`src/rtl/router_pkg.sv`:
```
// Shared constants and FSM state type for the router buffer loader.
// An assignment word is [0:4]: bit 0 = "no message", bits [1:4] = source cell.
package router_pkg;

  localparam logic [0:4] NO_MSG       = 5'b10000;
  localparam int         NUM_CELLS    = 16;
  localparam int         NUM_BUFS     = 4;
  localparam int         DEF_MSG_BITS = 16;

  typedef enum logic [1:0] {
    IDLE = 2'd0,
    LOAD = 2'd1,
    HOLD = 2'd2
  } state_t;

  function automatic logic res_active(input logic [0:4] r);
    return ~r[0];
  endfunction

endpackage

```
`src/rtl/buffer_lane.sv`:
```
// One message buffer: latched assignment, serial capture from the assigned cell,
// source index and valid/ack handshake.
module buffer_lane
  import router_pkg::*;
#(
  parameter int MSG_BITS = DEF_MSG_BITS,
  parameter int CW       = 4
) (
  input  logic                  clk,
  input  logic                  rst,
  input  logic                  latch,
  input  logic [0:4]            res,
  input  logic                  load,
  input  logic                  load_last,
  input  logic [CW-1:0]         bit_idx,
  input  logic [0:NUM_CELLS-1]  cell_data,
  input  logic                  ack,
  output logic [0:MSG_BITS-1]   msg_data,
  output logic [3:0]            src,
  output logic                  valid,
  output logic [0:NUM_CELLS-1]  sel
);

  logic [0:4] res_q;
  logic       active;
  logic [3:0] idx;

  assign active = res_active(res_q);
  assign idx    = res_q[1:4];

  always_ff @(posedge clk or posedge rst) begin
    if (rst) begin
      res_q    <= NO_MSG;
      msg_data <= '0;
      src      <= '0;
      valid    <= 1'b0;
    end else begin
      if (latch) res_q <= res;
      if (load && active) begin
        msg_data[bit_idx] <= cell_data[idx];
        if (load_last) begin
          src   <= idx;
          valid <= 1'b1;
        end
      end else if (ack && valid) begin
        valid <= 1'b0;
      end
    end
  end

  always_comb begin
    sel = '0;
    for (int i = 0; i < NUM_CELLS; i++) begin
      sel[i] = active && (idx == 4'(i));
    end
  end

endmodule

```
`src/rtl/buffer_loader.sv`:
```
// Loads up to four serial messages from granted cells into buffers, then holds
// them until each is acknowledged downstream.
//
// state | meaning
// IDLE  | waiting for a start with at least one active assignment
// LOAD  | cells granted, one message bit captured per cycle
// HOLD  | buffers valid, waiting for acknowledges
module buffer_loader
  import router_pkg::*;
#(
  parameter int MSG_BITS = DEF_MSG_BITS
) (
  input  logic                  clk,
  input  logic                  rst,
  input  logic                  start,
  input  logic [0:4]            res1,
  input  logic [0:4]            res2,
  input  logic [0:4]            res3,
  input  logic [0:4]            res4,
  input  logic [0:NUM_CELLS-1]  cellData,
  output logic [0:NUM_CELLS-1]  grant,
  output logic [0:MSG_BITS-1]   buf1,
  output logic [0:MSG_BITS-1]   buf2,
  output logic [0:MSG_BITS-1]   buf3,
  output logic [0:MSG_BITS-1]   buf4,
  output logic [3:0]            src1,
  output logic [3:0]            src2,
  output logic [3:0]            src3,
  output logic [3:0]            src4,
  output logic [0:NUM_BUFS-1]   bufValid,
  input  logic [0:NUM_BUFS-1]   bufAck,
  output logic                  busy,
  output logic                  done,
  output logic                  overrun
);

  localparam int CW = (MSG_BITS > 1) ? $clog2(MSG_BITS) : 1;

  state_t               state_q, state_d;
  logic [CW-1:0]        bit_cnt;
  logic                 accept, load_last, done_d, any_req;
  logic [0:4]           res_in   [NUM_BUFS];
  logic [0:MSG_BITS-1]  lane_data[NUM_BUFS];
  logic [3:0]           lane_src [NUM_BUFS];
  logic [0:NUM_CELLS-1] lane_sel [NUM_BUFS];

  assign res_in[0] = res1;
  assign res_in[1] = res2;
  assign res_in[2] = res3;
  assign res_in[3] = res4;

  assign any_req   = res_active(res1) | res_active(res2) | res_active(res3) | res_active(res4);
  assign load_last = (state_q == LOAD) && (bit_cnt == CW'(MSG_BITS - 1));

  always_comb begin
    state_d = state_q;
    accept  = 1'b0;
    done_d  = 1'b0;
    case (state_q)
      IDLE: if (start && any_req) begin
        accept  = 1'b1;
        state_d = LOAD;
      end
      LOAD: if (load_last) state_d = HOLD;
      HOLD: if ((bufValid & ~bufAck) == '0) begin
        state_d = IDLE;
        done_d  = 1'b1;
      end
      default: state_d = IDLE;
    endcase
  end

  always_ff @(posedge clk or posedge rst) begin
    if (rst) begin
      state_q <= IDLE;
      bit_cnt <= '0;
      done    <= 1'b0;
      overrun <= 1'b0;
    end else begin
      state_q <= state_d;
      done    <= done_d;
      if (start && (state_q != IDLE)) overrun <= 1'b1;
      if (state_q == LOAD && !load_last) bit_cnt <= bit_cnt + 1'b1;
      else                               bit_cnt <= '0;
    end
  end

  for (genvar n = 0; n < NUM_BUFS; n++) begin : g_lane
    buffer_lane #(.MSG_BITS(MSG_BITS), .CW(CW)) u_lane (
      .clk       (clk),
      .rst       (rst),
      .latch     (accept),
      .res       (res_in[n]),
      .load      (state_q == LOAD),
      .load_last (load_last),
      .bit_idx   (bit_cnt),
      .cell_data (cellData),
      .ack       (bufAck[n]),
      .msg_data  (lane_data[n]),
      .src       (lane_src[n]),
      .valid     (bufValid[n]),
      .sel       (lane_sel[n])
    );
  end

  // A cell named by several lanes still gets a single grant bit.
  always_comb begin
    grant = '0;
    if (state_q == LOAD) begin
      for (int n = 0; n < NUM_BUFS; n++) grant = grant | lane_sel[n];
    end
  end

  assign busy = (state_q != IDLE);
  assign buf1 = lane_data[0];
  assign buf2 = lane_data[1];
  assign buf3 = lane_data[2];
  assign buf4 = lane_data[3];
  assign src1 = lane_src[0];
  assign src2 = lane_src[1];
  assign src3 = lane_src[2];
  assign src4 = lane_src[3];

endmodule
```
`config.mk`:
```
export PLATFORM = sky130hd
export DESIGN_NAME = buffer_loader
export DESIGN_NICKNAME = d
export VERILOG_FILES = /design/src/rtl/router_pkg.sv /design/src/rtl/buffer_lane.sv /design/src/rtl/buffer_loader.sv
export SDC_FILE = /design/constraint.sdc
export NUM_CORES = 1
export LEC_CHECK = 0
export ABC_AREA = 1
export CAP_MARGIN = 20
export CORE_MARGIN = 2
export CORE_UTILIZATION = 50
export CTS_BUF_LIST = sky130_fd_sc_hd__clkbuf_16
export CTS_CLUSTER_DIAMETER = 120
export DETAILED_ROUTE_END_ITERATION = 16
export DONT_BUFFER_PORTS = 1
export GPL_TIMING_DRIVEN = 1
export REMOVE_ABC_BUFFERS = 1
export SYNTH_ARGS = -nofsm -noshare
export SYNTH_HDL_FRONTEND = slang
export SYNTH_HIERARCHICAL = 1
export SYNTH_SLANG_ARGS = --single-unit
```
`constraint.sdc`:
```
create_clock -name clk -period 2 [get_ports clk]
set_input_delay 0.3 -clock clk [delete_from_list [all_inputs] [get_ports clk]]
set_output_delay 0.3 -clock clk [all_outputs]
set_load 0.05 [all_outputs]
```
==> impl_metrics.json <==
{
  "status": "completed",
  "period_needed_ns": 1.97,
  "yosys_warnings": 6,
  "synth_seq_area_share_pct": 43.9,
  "yosysUniqueCellTypes": 24,
  "postSynth.asyncResetShare_pct": 100,
  "grt_use_met2_pct": 45.0,
  "die-width_um": 117,
  "grt.busiest_layer": "met2",
  "tritoncts": "done",
  "clock.fmax_ghz": 0.509,
  "antenna_left": 0,
  "start_util_pct": 50.8,
  "synth_simple_gate_area_share_pct": 33.5,
  "cts_buffers": 9,
  "yosysTopAreaCell": "dfrtp_1",
  "synth_mux_area_share_pct": 0,
  "clock_latency_ns": 0.36,
  "drive_gt1_share_pct": 16.0,
  "ys.flop_type": "dfrtp_1",
  "synthCells": 952,
  "drv_slew": 0,
  "vias_per_cell": 5.37,
  "arrival_ns": 1.67,
  "core.rowCount": 41,
  "fin_skew_ns": 0.00940,
  "required_ns": 1.70,
  "wl_per_cell_um": 16.3,
  "synth_top_family_by_area": "simple AND/OR/NAND/NOR gates",
  "final_nets": 1038,
  "dp_hpwl_um": 14000,
  "synth-adder-area-share_pct": 0.196,
  "grt_pass1_wl_um": 29200,
  "io_pins": 146,
  "fin_crit_sh_pct": 98.3,
  "portBuffers": 0,
  "crit_fanout": 6,
  "synth_common_cells": "333 x nand2_1, 169 x nor2_1, 110 x o21ai_0, 108 x dfrtp_1, 91 x inv_1",
  "htreeDepth": 3,
  "yosysMostFrequentCell": "nand2_1",
  "cts.sinks": 112,
  "final_cell_area_sq_um": 7400,
  "clk_pin_slew_ns": 0.08,
  "use_met1_pct": 36.3,
  "wl_um": 19100,
  "timing.setup.tns_ns": 0,
  "hold_viol_final": 0,
  "whs_ns": 0.0520,
  "synth_area_sq_um": 6390,
  "hold_class": "input pin to flip-flop",
  "synth_top_area_share_pct": 42.3,
  "num_vias": 6285,
  "first_iter_violations": 596,
  "end_kind": "output port",
  "synth-seq-cells": 112,
  "crit_type": "flip-flop to output port",
  "antenna_found_initial": 0,
  "cts-root-buf": "clkbuf_16",
  "synth_compound_area_share_pct": 13.3,
  "avgSynthCellArea_sq_um": 6.71,
  "first_pass_iters": 5,
  "yosys-top-cells-area": "dfrtp_1 42%, nand2_1 20%, nor2_1 9.9%",
  "grt_use_met3_pct": 5.30,
  "dieArea_sq_um": 13700,
  "slew_headroom_pct": 62.8,
  "place_area_sq_um": 6630,
  "area_delta_synth_final_pct": 15.7,
  "place.gp.congestion": 0.979,
  "cts_buffer_depth": 2,
  "drcViolationCount": 0,
  "rsz0062_at_grt": "true",
  "diodes": 0,
  "grt-ovfl-total": 0,
  "die_height_um": 117,
  "finalSetupViolations": 0,
  "fin_util_pct": 58.8,
  "synth_xor_xnor_area_share_pct": 0.137,
  "maxCapViolations": 0,
  "synth-edff-count": 0,
  "grt_util_all_layers_pct": 27.8,
  "cp-start-kind": "flip-flop",
  "core_area_sq_um": 12600,
  "grt_pass1_vias": 5748,
  "grt_max_degree": 41,
  "tightest_slew_ns": 0.559
}
## metrics by stage
stage | cells | setup WS, ns
5_1_grt | 1171 | -0.0307
6_report | 1171 | 0.0336
3_5_place_dp | 1130 | 0.175
3_3_place_gp | 1130 | 0.243
4_1_cts | 1155 | -0.0138
2_1_floorplan | 931 | 0.0228
## cell usage in the layout, fill, tap and decap left out, types with 3 or more instances in the layout
cell type    n
a21oi_1      9
a21oi_2      8
buf_4       41
buf_6        7
clkbuf_16    9
clkinv_4     3
dfrtp_1     95
dfrtp_2     13
dfstp_2      4
inv_1       72
inv_2       20
inv_4        5
nand2_1    332
nand2_2      9
nand3_1     16
nand3_2     12
nor2_1     153
nor2_2      13
nor2_4       3
nor3_1       4
o21ai_0    110
o21ai_1     40
## state kept, by name, summed over array words and instances, names as in the netlist
| signal | flops |
|---|---|
| bit_cnt | 4 |
| overrun | 1 |
| state_q | 2 |
| g_lane.u_lane/res_q | 20 |
| g_lane.u_lane/src | 16 |
| g_lane.u_lane/msg_data | 64 |
| g_lane.u_lane/valid | 4 |
| done | 1 |
## logic make-up (layout without fill, tap and decap cells)
| family | after synthesis | after routing |
|---|---|---|
| simple gates | 548 | 548 |
| compound gates | 169 | 169 |
| buf+inv | 121 | 168 |
| flops | 112 | 112 |
| fa+ha+maj | 1 | 1 |
| xor+xnor | 1 | 1 |
## final timing paths
check                                          start                             to  slack, ns  cells after the start
min in group asynchronous                        rst                     bit_cnt[1]       0.47                      2
max                        g_lane[2].u_lane/res_q[4]                       grant[7]       0.03                      6
min                                          res3[0]      g_lane[2].u_lane/res_q[0]       0.05                      2
max in group asynchronous                        rst   g_lane[2].u_lane/msg_data[4]       1.02                      3
min reg2reg                g_lane[3].u_lane/res_q[0]      g_lane[3].u_lane/res_q[0]       0.59                      2
max reg2reg                               state_q[1]  g_lane[2].u_lane/msg_data[14]       0.19                      8
## final cells by class
cell class	count	area, sq um
Fill cell	1190	5170
Multi-Input combinational cell	719	3190
Sequential cell	112	2820
Timing Repair Buffer	52	440
Inverter	100	403
Clock buffer	9	225
Tap cell	172	215
Clock inverter	7	103
## what timing repair did
item / CTS / global route
resized for setup: 26 / 68
setup buffers: 8 / 16
hold endpoints to repair: 92 / 0
pin swaps: 1 / 12
hold buffers: 1 / 0
setup endpoints to repair: 16 / 16
## critical path, stage by stage, from the launching register on
cell     delay, ns
dfrtp_2       0.47
buf_4         0.14
nand3_2       0.10
nor2_1        0.13
nor2_1        0.08
a21oi_2       0.17
buf_4         0.22
## layer usage
metal	wire, um	part of all wire (%)
met3	1420	7.4
met2	9040	47
met4	577	3.0
met5	0	0
met1	8110	42
Power is left out: the tool's default activity adds up to more than one toggle a clock period on the data nets, which glitch-free logic cannot reach.
